--- src/rtl/constants.sv ---
// rtl/constants.sv - shared instruction opcode constants
package constants_pkg;

  // Instruction word layout: [15:11] opcode, [10:1] target address, [0] unused by fetch
  localparam logic [4:0] OPCODE_JMP  = 5'b11000;
  localparam logic [4:0] OPCODE_CALL = 5'b11001;
  localparam logic [4:0] OPCODE_RET  = 5'b11010;

endpackage

--- src/rtl/fetch_unit.sv ---
// rtl/fetch_unit.sv - instruction fetch stage with optional return-address stack
//
// Purpose: holds the PC, fetches one word per cycle from a combinational ROM,
// presents it to decode through a valid/ready register stage and computes the
// next PC for JMP/CALL/RET. Execute can override the PC through redirect.
//
// Optional feature: define FETCH_RETSTACK_EN to build the return stack
// (CALL pushes, RET pops, stack_err flags overflow/underflow). Without it,
// CALL acts as JMP, RET falls through to pc+1 and stack_err is tied low.
//
// Ports:
//   clk, rst            clock, asynchronous active-high reset
//   rom_addr, rom_data  ROM address (the PC) and the word at that address
//   instr, instr_pc     registered instruction and the address it came from
//   instr_valid         instr/instr_pc hold a valid instruction
//   instr_ready         decode accepts instr this cycle
//   redirect            execute-stage PC override, target in redirect_pc
//   stack_err           sticky return-stack overflow/underflow flag
module fetch_unit
  import constants_pkg::*;
#(
  parameter int         STACK_DEPTH = 8,
  parameter logic [9:0] RESET_PC    = 10'h000
) (
  input  logic        clk,
  input  logic        rst,
  output logic [9:0]  rom_addr,
  input  logic [15:0] rom_data,
  output logic [15:0] instr,
  output logic [9:0]  instr_pc,
  output logic        instr_valid,
  input  logic        instr_ready,
  input  logic        redirect,
  input  logic [9:0]  redirect_pc,
  output logic        stack_err
);

  logic [9:0] pc;
  logic [9:0] pc_inc;
  logic [9:0] next_pc;
  logic [4:0] opcode;
  logic [9:0] target;
  logic       adv;

  assign rom_addr = pc;
  assign pc_inc   = pc + 10'd1;   // 10-bit add wraps 0x3FF to 0x000
  assign opcode   = rom_data[15:11];
  assign target   = rom_data[10:1];

  // Redirect blocks advancing so no push/pop or output update happens with it
  assign adv = (!instr_valid || instr_ready) && !redirect;

`ifdef FETCH_RETSTACK_EN
  localparam int IDX_W = (STACK_DEPTH > 1) ? $clog2(STACK_DEPTH) : 1;
  localparam int SP_W  = IDX_W + 1;

  logic [9:0]      stack [STACK_DEPTH];
  logic [SP_W-1:0] sp;          // number of occupied entries, 0..STACK_DEPTH
  logic            full;
  logic            empty;
  logic            push;
  logic            pop;
  logic            err_set;
  logic [IDX_W-1:0] top_idx;

  assign full    = (sp == SP_W'(STACK_DEPTH));
  assign empty   = (sp == '0);
  assign top_idx = IDX_W'(sp - 1'b1);

  always_comb begin
    next_pc = pc_inc;
    push    = 1'b0;
    pop     = 1'b0;
    err_set = 1'b0;
    case (opcode)
      OPCODE_JMP: next_pc = target;
      OPCODE_CALL: begin
        // The jump is always taken; only the return address is lost when full
        next_pc = target;
        if (full) err_set = 1'b1;
        else      push    = 1'b1;
      end
      OPCODE_RET: begin
        if (empty) begin
          next_pc = 10'h000;
          err_set = 1'b1;
        end else begin
          next_pc = stack[top_idx];
          pop     = 1'b1;
        end
      end
      default: next_pc = pc_inc;
    endcase
  end

  always_ff @(posedge clk or posedge rst) begin
    if (rst) begin
      sp        <= '0;
      stack_err <= 1'b0;
    end else if (adv) begin
      if (push)    sp        <= sp + 1'b1;
      if (pop)     sp        <= sp - 1'b1;
      if (err_set) stack_err <= 1'b1;
    end
  end

  // Entries need no reset: sp alone defines which ones are live
  always_ff @(posedge clk) begin
    if (!rst && adv && push) stack[sp[IDX_W-1:0]] <= pc_inc;
  end
`else
  always_comb begin
    next_pc = pc_inc;
    if (opcode == OPCODE_JMP || opcode == OPCODE_CALL) next_pc = target;
  end

  assign stack_err = 1'b0;
`endif

  always_ff @(posedge clk or posedge rst) begin
    if (rst) begin
      pc          <= RESET_PC;
      instr       <= 16'h0000;
      instr_pc    <= 10'h000;
      instr_valid <= 1'b0;
    end else if (redirect) begin
      pc          <= redirect_pc;
      instr_valid <= 1'b0;
    end else if (adv) begin
      instr       <= rom_data;
      instr_pc    <= pc;
      instr_valid <= 1'b1;
      pc          <= next_pc;
    end
  end

endmodule

--- config.mk ---
export PLATFORM = sky130hd
export DESIGN_NAME = fetch_unit
export DESIGN_NICKNAME = d
export VERILOG_FILES = /design/src/rtl/constants.sv /design/src/rtl/fetch_unit.sv
export SDC_FILE = /design/constraint.sdc
export NUM_CORES = 1
export LEC_CHECK = 0
export BUFFER_PORTS_ARGS = -buffer_cell sky130_fd_sc_hd__clkbuf_2
export CORE_ASPECT_RATIO = 0.9
export CORE_MARGIN = 1.5
export CORE_UTILIZATION = 48
export CTS_CLUSTER_DIAMETER = 40
export CTS_CLUSTER_SIZE = 10
export DETAILED_ROUTE_END_ITERATION = 10
export PLACE_DENSITY_LB_ADDON = 0.08
export SLEW_MARGIN = 20
export SYNTH_ARGS = -nofsm -noshare
export SYNTH_HDL_FRONTEND = slang
export SYNTH_SLANG_ARGS = --single-unit
--- constraint.sdc ---
create_clock -name clk -period 1.8 [get_ports clk]
set_clock_uncertainty 0.2 [all_clocks]
set_input_delay 0.36 -clock clk [delete_from_list [all_inputs] [get_ports clk]]
set_output_delay 0.36 -clock clk [all_outputs]
set_load 0.01 [all_outputs]
After elaboration in Yosys (flattened, before gate mapping) --
Cells that the tools add are included.
Word-level totals: bits in registers 37, bits of input ports 30, output and inout port bits 38, word-level logic and storage cells 20
Operators by class: add/subtract/negate cells 1, equal/unequal tests 2, mux-type cells 5, bitwise logic cells 1, reductions and logical operators 7
Operator list (number):
- $mux 10 | 3
- $add 10x1->10 const B | 1
- $eq 5x5->1 const B | 2
- $logic_not 1->1 | 2
- $logic_or 1x1->1 | 2
- $mux 1 | 2
- $reduce_and 2->1 | 1
- $reduce_bool 2->1 | 1
- $logic_and 1x1->1 | 1
- $not 1->1 | 1

Logic depth before layout (Yosys ltp) --
Gate-level depths: netlist of the first run.
depth after elaboration 5, depth in mapped cells 6, depth with buffers taken out 5

Least setup slack after synthesis of the first run --
No wires, ideal clock.
path kind reg2reg, start point reg instr_valid, end point reg instr[0], setup time 0.125 ns, arrival time 1.354 ns, data required time 1.475 ns, setup slack 0.121 ns, stages on the path, launching flop included 6, path buffers 2, period minus slack after synthesis 1.679 ns, cell sequence dfrtp_1 nor2b_1 buf_2 nor2_1 buf_2 mux2_2
Between the ends: word-level cells in the longest chain between the ends 4
RTL lines:
- from (decl) | line fetch_unit.sv:31 | output logic instr_valid,
- from (signal assigned) | line fetch_unit.sv:125 | instr_valid <= 1'b0;
- from (signal assigned) | line fetch_unit.sv:128 | instr_valid <= 1'b0;
- from (signal assigned) | line fetch_unit.sv:132 | instr_valid <= 1'b1;
- $logic_not 1->1 | line fetch_unit.sv:51 | assign adv = (!instr_valid || instr_ready) && !redirect;
- $logic_or 1x1->1 | line fetch_unit.sv:51
- $logic_and 1x1->1 | line fetch_unit.sv:51
- $reduce_and 2->1 (no line)
- to (signal assigned) | line fetch_unit.sv:130 | instr <= rom_data;
- to (decl) | line fetch_unit.sv:29 | output logic [15:0] instr,
Every way passes these cells. A chain may end at the register's enable or synchronous reset.

Final worst setup path of the first run --
start point reg instr_valid, end point reg instr_pc[9]
Between the ends: word-level cells in the longest chain between the ends 4
RTL lines:
- $logic_not 1->1 | line fetch_unit.sv:51
- $logic_or 1x1->1 | line fetch_unit.sv:51
- $logic_and 1x1->1 | line fetch_unit.sv:51
- $reduce_and 2->1 (no line)
- to (signal assigned) | line fetch_unit.sv:131 | instr_pc <= pc;
- to (decl) | line fetch_unit.sv:30 | output logic [9:0] instr_pc,
Every way passes these cells.

==> key figures, run 1 <==
Global route
  • Met3 Use GR: 0.05838
  • First-pass GRT wire length: between 6 and 7 mm
  • Total track usage: 0.2265
  • GR peak layer: met2
  • Vias in the first global route: between 1000 and 1500
  • GR Layer Usage met2: 0.3871
  • Initial antenna violation count: 0
  • Met1 Use GR: 0.2751
  • Global route overflow: 0
  • Pin count of the biggest net entering global routing: 38

Routing
  • Drt drc: 0
  • Drt total wl: 4.070 mm
  • Pre-Repair DR Iteration Count: 4
  • Antenna viol nets, final: 0
  • DR iter-0 viols: 59
  • Via density: about 5.5
  • Wire per inst: approximately 15 um
  • Via Count: roughly 1500

Final layout
  • Fill cells: 314
  • Final core occ: 0.6607
  • Layout cell share with drive strength beyond 1: 0.5091
  • Diode count: 0
  • Area delta synth->final: 30.31%
  • Non-Filler Cell Area, Final: between 2000 and 2500 um^2
  • Non-filler cells, final: roughly 260
  • Nets: 250

STA
  • Setup violations, final: 0
  • PnR worst setup slack: 0.1231 ns
  • Hold_ws: 0.08131 ns
  • Final Slew Violations: 0
  • Fmax achieved: approximately 0.60 GHz
  • Unrepaired setup endpoints after global routing: false
  • Setup TNS: 0 ns
  • Fin crit share: 0.9316
  • Fin crit period: 1.677 ns
  • Fin. Hold Viols: 0

Run status
  • Outcome: finished clean

Clocking
  • Num CTS Buffers: 5
  • CTS root buf: clkbuf_8
  • Post-CTS setup buffers: 0
  • CTS tree: yes
  • Clock sink total: 37
  • CTS max path bufs: 2
  • Clock slew seen by the registers of the worst setup and hold paths: ~0.070 ns
  • Clock latency on the worst-skew pair: between 0.2 and 0.3 ns
  • H-tree Lvls: 2

Pwr
  • Seq pwr share: 0.493
  • P_sw: ~0.63 mW
  • Leakage: 1.080 nW
  • Power share of the combinational group: 0.244
  • Internal power: 1.495 mW
  • Power per cell area: ~940 nW/um^2
  • Clock share of power: 0.263
  • Max VDD drop: approximately 0.55 mV
  • Final Power: approximately 2.1 mW
  • Switch share: 0.2956

Yosys
  • Synth Instances: ~140
  • Syn_nets: 174
  • Warnings from Yosys: 0
  • Share of the yosys chip area belonging to registers: 0.5366
  • Area of the mapped netlist: roughly 1700 um^2
  • Distinct cell type count of the synthesized netlist: 38
  • Post-synth EDFFs: 0
  • Syn Area/Cell: ~12 um^2
  • Dominant synthesized flop cell: dfrtp_1
  • Async set or reset register ratio after synthesis: 1.000
  • Yosys reg bits: 37

Hold path
  • Hold Path Class: primary input to register

Setup path
  • Worst setup SP type: register
  • CP Cell Sequence: nor2b_1 -> nor2_2 -> buf_4 -> mux2_2
  • CP peak stage delay: ~0.4 ns
  • WP data arrival: 1.65 ns
  • Critical path required time: ~1.8 ns
  • Crit Path Class: register to register
  • CP Max Fanout: 12
  • Kind of end point of the critical path: register
  • CP max-delay cell: dfrtp_1

Flow run
  • Max-cap violations: 0

Floorplan
  • Initial Util: 0.5070
  • Boundary Pins: about 70
  • Die Y: about 60 um
  • Die Wd: roughly 66 um
  • Core Rows: 20
  • Core ar.: 3403 um^2
  • Die Footprint: 3964 um^2

Placed design
  • Pre-CTS setup slack: slightly above 0.09 ns
  • Routability cong.: a little over 0.8
  • Placed Cells: between 200 and 300
  • Area after DPL: about 2200 um^2
  • I/O Buffers: 66
  • Hpwl dp: between 3 and 4 mm
[registers in the layout, summed over array words and instances (netlist names)]
signal,count
instr_pc,10
instr_valid,1
instr,16
rom_addr,10
[cells by family after synthesis]
family                     Yosys count  share of synthesized area
adders and majority gates            1                   0.007250
xor gates and xnor gates             5                    0.02539
other                                1                   0.002173
DFF                                 37                     0.5366
buffers and inverters               10                    0.02901
AOI/OAI and AO/OA                   27                     0.1066
muxes                               28                     0.1820
and+or+nand+nor                     34                     0.1109
[cell usage after synthesis (2+ instances only)]
cell type	instances	share of area
a21o_1	3	0.013
a22oi_1	2	0.0087
a31oi_1	2	0.0073
and3_1	2	0.0073
buf_2	7	0.020
dfrtp_1	37	0.54
inv_1	2	0.0044
mux2_2	27	0.18
nand2_1	6	0.013
nand2b_1	2	0.0073
nand3_1	3	0.0087
nand4_1	3	0.011
nor2_1	7	0.015
nor2b_1	2	0.0073
nor3_1	3	0.0087
o21ai_0	10	0.029
xnor2_1	3	0.015
xor2_1	2	0.010
[layout make-up]
type,count,area [um^2],area share
repair buffers,77,427.9,0.1903
well taps,44,55.05,0.02449
clock buffers,8,80.08,0.03561
inverters,2,7.507,0.003339
multi-input cells,96,752.0,0.3344
flip-flops and latches,37,925.9,0.4118
[critical path, delay by kind of cell (launching register included)]
kind	cells	cell delay [ns]
multiplexers	1	0.36
buffers and inverters	1	0.23
flip-flops	1	0.40
AND/OR/NAND/NOR	2	0.38
[final timing paths]
path,startpoint,endpoint,slack (ns),cells past startpoint
max,instr_valid,instr_pc[9],0.12,4
min,redirect_pc[1],rom_addr[1],0.08,2
max reg2reg,instr_valid,instr_pc[9],0.12,4
min reg2reg,instr[0],instr[0],0.30,1
max in group asynchronous,rst,instr_pc[1],0.56,4
min in group asynchronous,rst,instr[2],0.50,4
[cell usage in the layout, fill, tap and decap left out, types with 5 or more instances in the layout]
master    count
clkbuf_2     66
dfrtp_1      37
mux2_2       27
o21ai_0      10
buf_4         9
nor2_1        6
nand2_1       6
clkbuf_8      5
[layer usage]
| metal | vias up | wire (um) |
|---|---|---|
| met5 | - | 0 |
| met4 | 0 | 59 |
| met3 | 7 | 265 |
| met2 | 58 | 2073 |
| met1 | 718 | 1672 |
| li1 | 670 | - |
[timing repair]
item,CTS,global route
hold buffers,1,0
setup endpoints to repair,0,0
endpoints found under the hold margin,37,0
gates resized for setup,0,0
[power by group through the flow]
stage	clock (mW)	combinational [mW]	sequential, mW
2_1_floorplan	0	0.225	1.11
3_3_place_gp	0	0.508	1.05
3_5_place_dp	0	0.522	1.06
4_1_cts	0.572	0.526	1.05
5_1_grt	0.600	0.567	1.06
6_report	0.559	0.518	1.05
Note: power is estimated with default switching activity, not from simulation.
==> inputs of run 2 (changes only) <==
--- a/config.mk
+++ b/config.mk
@@ -5,10 +5,11 @@
 export SDC_FILE = /design/constraint.sdc
 export NUM_CORES = 1
 export LEC_CHECK = 0
+export ABC_AREA = 1
 export BUFFER_PORTS_ARGS = -buffer_cell sky130_fd_sc_hd__clkbuf_2
 export CORE_ASPECT_RATIO = 0.9
 export CORE_MARGIN = 1.5
-export CORE_UTILIZATION = 48
+export CORE_UTILIZATION = 49
 export CTS_CLUSTER_DIAMETER = 40
 export CTS_CLUSTER_SIZE = 10
 export DETAILED_ROUTE_END_ITERATION = 10
==> run 2 against run 1 <==
  * Setup slack better by 0.068 ns
  * Die area up 8.3%
  * First-iteration DRC count up 100%
  * Combinational power up 4%
  * Synthesized area up 11%
  * Register-to-register slack better by 0.07 ns
  * Sequential power about the same
==> key figures, run 2 <==
Run status
  • Outcome: finished clean

Global route
  • First-pass GRT wire length: about 7.0 mm
  • Vias in the first global route: around 1500
  • Initial antenna violation count: 0
  • Total track usage: 0.2158
  • Global route overflow: 0
  • Pin count of the biggest net entering global routing: 43

Floorplan
  • Initial Util: 0.5131
  • Die Footprint: 4291 um^2
  • Boundary Pins: just under 70
  • Die Y: 62.30 um
  • Core Rows: 21
  • Die Wd: approximately 69 um
  • Core ar.: about 3700 um^2

Setup path
  • Worst setup path endpoint: instr_pc[6]
  • R2r setup slk: roughly 0.19 ns
  • Crit path from: instr_valid
  • Kind of end point of the critical path: register
  • Critical path required time: between 1.5 and 2 ns
  • R2R Path Start: instr_valid
  • Worst setup SP type: register
  • Crit Path Class: register to register
  • CP Max Fanout: 42
  • Worst R2R Path Depth: 6
  • Reg-to-Reg End: instr_pc[6]
  • WP data arrival: between 1.5 and 2 ns

Yosys
  • Distinct cell type count of the synthesized netlist: 20
  • Post-synth top area cell: dfrtp_1
  • Area of the mapped netlist: ~1900 um^2
  • Dominant synthesized flop cell: dfrtp_1
  • Synth Instances: between 200 and 250
  • Post-synth top area share: 0.4837
  • Syn_nets: 265
  • Syn Area/Cell: approximately 8 um^2
  • Post-synth EDFFs: 0
  • Warnings from Yosys: 0
  • Yosys reg bits: 37
  • Post-synth top cells: nand2_1 (85), dfrtp_1 (37), inv_1 (30), o21ai_2 (16), o21ai_0 (15)
  • Most frequent cell after synthesis: nand2_1
  • Area contributors post-synth: dfrtp_1 (48%), nand2_1 (17%), o21ai_2 (7.3%)
  • Async set or reset register ratio after synthesis: 1.000
  • Share of the yosys chip area belonging to registers: 0.4837

Final layout
  • Most frequent cells in the layout: nand2_1 (85), clkbuf_2 (66), dfrtp_1 (37)
  • Area delta synth->final: 24.71%
  • Nets: ~340
  • Diode count: 0
  • Non-filler cells, final: 351
  • Non-Filler Cell Area, Final: approximately 2400 um^2
  • Max reg flops: 16
  • Most flops, register: instr
  • Layout cell share with drive strength beyond 1: 0.3410
  • Most common cell after layout, fill and taps aside: nand2_1

Hold path
  • Hold Path Class: primary input to register

Placed design
  • I/O Buffers: 66
  • Hpwl dp: 3.102 mm
  • Placed Cells: 342
  • Routability cong.: between 0.7 and 0.8
  • Area after DPL: 2258 um^2

Clocking
  • Post-CTS setup buffers: 0
  • CTS max path bufs: 2
  • Clock latency on the worst-skew pair: between 0.2 and 0.3 ns
  • Clock slew seen by the registers of the worst setup and hold paths: about 0.070 ns
  • CTS root buf: clkbuf_8
  • Num CTS Buffers: 5
  • Clock sink total: 37
  • H-tree Lvls: 2
  • CTS tree: yes

Pwr
  • Leakage: ~1.4 nW
  • Max VDD drop: 0.5627 mV
  • Power per cell area: between 900 and 1000 nW/um^2

Routing
  • Drt total wl: 4.188 mm
  • Via density: approximately 4.8
  • Drt drc: 0
  • Wire per inst: 11.93 um
  • DR iter-0 viols: 119
  • Via Count: 1684
  • Antenna viol nets, final: 0
  • Pre-Repair DR Iteration Count: 6

STA
  • Final Slew Violations: 0
  • Setup violations, final: 0
  • Fmax achieved: ~0.62 GHz
  • Unrepaired setup endpoints after global routing: false
  • Fin crit period: 1.609 ns
  • Fin. Hold Viols: 0
  • Fin crit share: 0.8936

Flow run
  • Max-cap violations: 0
## run 2: report_power, final
part	total (mW)	switching (mW)	internal [mW]
Clock	0.736	0.284	0.452
Combinational	0.537	0.320	0.217
Sequential	1.03	0.0857	0.940
Total	2.30	0.690	1.61
## run 2: how the worst min path moves through the flow
stage	start	to	slack (ns)	cells past startpoint
after floorplan	rom_data[0]	instr[0]	0.28	2
after global placement	instr[11]	instr[11]	0.26	2
after detailed placement	instr[9]	instr[9]	0.26	2
after CTS	rom_data[11]	instr[11]	0.08	3
after global routing	rom_data[11]	instr[11]	0.08	3
final	rom_data[11]	instr[11]	0.08	3
## run 2: cells by family (layout without fill, tap and decap cells)
kind of cell / after synthesis / in the layout / share of synthesized area
simple gates: 113 / 113 / 0.2497
other cells: 1 / 1 / 0.001959
xor+xnor: 2 / 2 / 0.009152
buf+inv: 42 / 113 / 0.1111
compound gates: 38 / 38 / 0.1379
fa+ha+maj: 1 / 1 / 0.006535
flops: 37 / 37 / 0.4837
## run 2: layer usage
metal,up-vias,track usage,routed length [um]
met5,-,0,0
met4,0,0.04412,12
met3,2,0.05978,306
met2,53,0.3125,1823
met1,762,0.3235,2045
li1,867,-,-
## run 2: repair_timing
action                                 CTS  global route
setup endpoints to repair                0             1
hold buffers                             1             0
resized for setup                        0             1
endpoints found under the hold margin   37             0
## run 2: critical path, cell delays in order, from the launching register on
cell and delay [ns]:
dfrtp_1 0.39, nand3_4 0.15, inv_4 0.16, nor2_8 0.05, inv_4 0.36, nand2_1 0.14, o21ai_2 0.08
## run 2: metrics by stage
step	setup slack, ns	power, mW	setup TNS (ns)	utilization	hold WS (ns)
finish	0.1915	2.298	0	0.6398	0.07662
global route	0.06553	2.447	0	0.6398	0.08469
CTS	0.1832	2.315	0	0.6392	0.08001
detailed placement	-0.008482	1.579	-0.01013	0.6053	0.2639
global placement	0.05672	1.568	0	0.6053	0.2569
floorplan	0.3136	1.374	0	-	0.2766
## run 2: cell type report
cell class,instances,area (um^2)
clock buffers,7,86.33
clock inverters,1,30.03
fillers,345,1344
multi-input cells,155,778.2
flip-flops and latches,37,925.9
inverters,33,131.4
repair buffers,72,377.9
well taps,46,57.56
==> inputs of run 3 (changes only) <==
--- a/config.mk
+++ b/config.mk
@@ -14,6 +14,7 @@
 export CTS_CLUSTER_SIZE = 10
 export DETAILED_ROUTE_END_ITERATION = 10
 export PLACE_DENSITY_LB_ADDON = 0.08
+export SETUP_SLACK_MARGIN = 0.1
 export SLEW_MARGIN = 20
 export SYNTH_ARGS = -nofsm -noshare
 export SYNTH_HDL_FRONTEND = slang
==> constraint.sdc (replaced) <==
create_clock -name clk -period 1.8 [get_ports clk]
set_clock_uncertainty 0.2 [all_clocks]
set_input_delay 0.36 -clock clk [delete_from_list [all_inputs] [get_ports clk]]
set_output_delay 0.36 -clock clk [all_outputs]
set_load 0.1 [all_outputs]
==> run 3 against run 2 <==
  * Maximum frequency fell by 3.1%
  * First-iteration DRC count is 46% lower
  * Largest cell class unchanged
  * Via count fell by 0.24%
  * Routed wire length is 1.6% lower
  * Critical path depth is 5 lower
  * Critical endpoint is now instr_pc[7]
  * Largest power group is now combinational cells
  * Power grew 40%
  * Register-to-register slack gained 0.02 ns
  * Global-route usage shrank 0.59 points
  * Setup slack lost 0.052 ns
  * Sequential power barely moved
==> key figures, run 3 (synthesis results as in run 2) <==
Final layout
  • Most frequent cells in the layout: nand2_1 (85), clkbuf_2 (39), inv_1 (30)
  • Final core occ: 0.6620
  • Layout cell share with drive strength beyond 1: 0.3803
  • Max reg flops: 16
  • Diode count: 0
  • Non-filler cells, final: ~350
  • Most common cell after layout, fill and taps aside: nand2_1
  • Nets: 335
  • Most flops, register: instr
  • Area delta synth->final: 29.02%

Floorplan
  • Core ar.: about 3700 um^2
  • Boundary Pins: 68
  • Initial Util: 0.5131
  • Die Y: between 60 and 70 um
  • Core Rows: 21
  • Die Footprint: 4291 um^2
  • Die Wd: between 60 and 70 um

Setup path
  • Critical path required time: between 1 and 1.5 ns
  • Worst R2R Path Depth: 6
  • Reg-to-Reg End: instr[2]
  • R2R Path Start: instr_valid
  • CP Cell Sequence: clkbuf_2
  • WP data arrival: approximately 1.1 ns
  • Worst setup SP type: register
  • CP max-delay cell: clkbuf_2
  • Delay-heaviest family, CP: buffers and inverters
  • Kind of end point of the critical path: output port
  • Buf/Inv on CP: 1
  • CP peak stage delay: about 0.46 ns
  • CP Max Fanout: 2
  • CP Depth: 1
  • Crit Path Class: register to output port
  • Worst setup path endpoint: instr_pc[7]
  • Crit path from: instr_pc[7]
  • R2r setup slk: 0.21 ns

Global route
  • Pin count of the biggest net entering global routing: 43
  • Vias in the first global route: ~1400
  • Global route overflow: 0
  • Total track usage: 0.2099
  • Initial antenna violation count: 0
  • First-pass GRT wire length: 6.699 mm

Pwr
  • Clock share of power: 0.263
  • Switch share: 0.4593
  • Power share of the combinational group: 0.412
  • Seq pwr share: 0.325
  • Power per cell area: between 1000 and 1500 nW/um^2
  • Leakage: approximately 1.4 nW
  • P_sw: 1.480 mW
  • Final Power: about 3.2 mW
  • Internal power: 1.743 mW
  • Max VDD drop: roughly 0.74 mV

Clocking
  • Clock latency on the worst-skew pair: ~0.29 ns
  • CTS tree: yes
  • Clock slew seen by the registers of the worst setup and hold paths: 0.08 ns
  • H-tree Lvls: 2
  • CTS max path bufs: 2
  • Clock sink total: 37
  • Post-CTS setup buffers: 0
  • Num CTS Buffers: 5
  • CTS root buf: clkbuf_8

Run status
  • Outcome: finished clean

Routing
  • Via Count: between 1500 and 2000
  • Drt total wl: about 4.1 mm
  • Pre-Repair DR Iteration Count: 4
  • DR iter-0 viols: 64
  • Wire per inst: ~12 um
  • Antenna viol nets, final: 0
  • Drt drc: 0
  • Via density: 4.786

STA
  • Fin crit share: 0.9227
  • Fin crit period: between 1.5 and 2 ns
  • Max_slew headroom: 0.6400
  • Fin. Hold Viols: 0
  • Worst Tran Pin Value: roughly 0.54 ns
  • Unrepaired setup endpoints after global routing: false
  • Setup violations, final: 0
  • Setup TNS: 0 ns
  • Fmax achieved: approximately 0.6 GHz
  • Final Slew Violations: 0

Placed design
  • Placed Cells: 342
  • I/O Buffers: 66
  • Routability cong.: between 0.8 and 0.9
  • Hpwl dp: slightly below 3 mm

Flow run
  • Max-cap violations: 0

Hold path
  • Hold Path Class: primary input to register
==> run 3: cell types whose count changed in the layout (fill, tap and decap cells not counted), sizes merged <==
cell,delta
bufinv,+1
clkinv,+1
buf,+27
clkbuf,-29
==> run 3: cell type report <==
| cell class | count | area (um^2) |
|---|---|---|
| clock buffers | 5 | 68.82 |
| clock inverters | 3 | 65.06 |
| fillers | 342 | 1261 |
| inverters | 33 | 131.4 |
| multi-input cells | 155 | 790.8 |
| flip-flops and latches | 37 | 950.9 |
| well taps | 46 | 57.56 |
| repair buffers | 72 | 405.4 |
==> run 3: worst min-delay path by stage <==
stage,startpoint,slack (ns),cells past startpoint,to
2_1_floorplan,rom_data[0],0.28,2,instr[0]
3_3_place_gp,instr[11],0.26,2,instr[11]
3_5_place_dp,instr[11],0.26,2,instr[11]
4_1_cts,rom_data[0],0.07,3,instr[0]
5_1_grt,rom_data[11],0.08,3,instr[11]
6_report,rom_data[0],0.07,3,instr[0]
==> run 3: metal layers <==
metal  GRT usage  vias up  share of wire
met5           0        -              0
met3     0.04348        4          0.054
met4     0.06618        0         0.0061
met1      0.3397      755           0.51
met2      0.2776       55           0.43
li1            -      866              -
==> run 3: what timing repair did <==
action                                  4_1_cts  5_1_grt
endpoints found under the setup margin        0       17
gates resized for setup                       0       17
hold buffers                                  1        0
endpoints found under the hold margin        37        0
==> run 3: power groups by stage <==
stage          logic [mW]  registers (mW)  clock network [mW]
3_3_place_gp         1.32            1.06                   0
5_1_grt              1.40            1.06               0.907
3_5_place_dp         1.33            1.06                   0
6_report             1.33            1.05               0.849
4_1_cts              1.33            1.05               0.858
2_1_floorplan       0.301            1.85                   0
==> run 3: through the flow <==
stage / hold slack, ns / setup WS, ns / area, um^2
2_1_floorplan: 0.2766 / 0.06854 / 1952
5_1_grt: 0.07706 / 0.1005 / 2470
6_report: 0.07282 / 0.1392 / 2470
3_3_place_gp: 0.2563 / 0.1130 / 2323
3_5_place_dp: 0.2573 / 0.06632 / 2323
4_1_cts: 0.06827 / 0.1005 / 2467
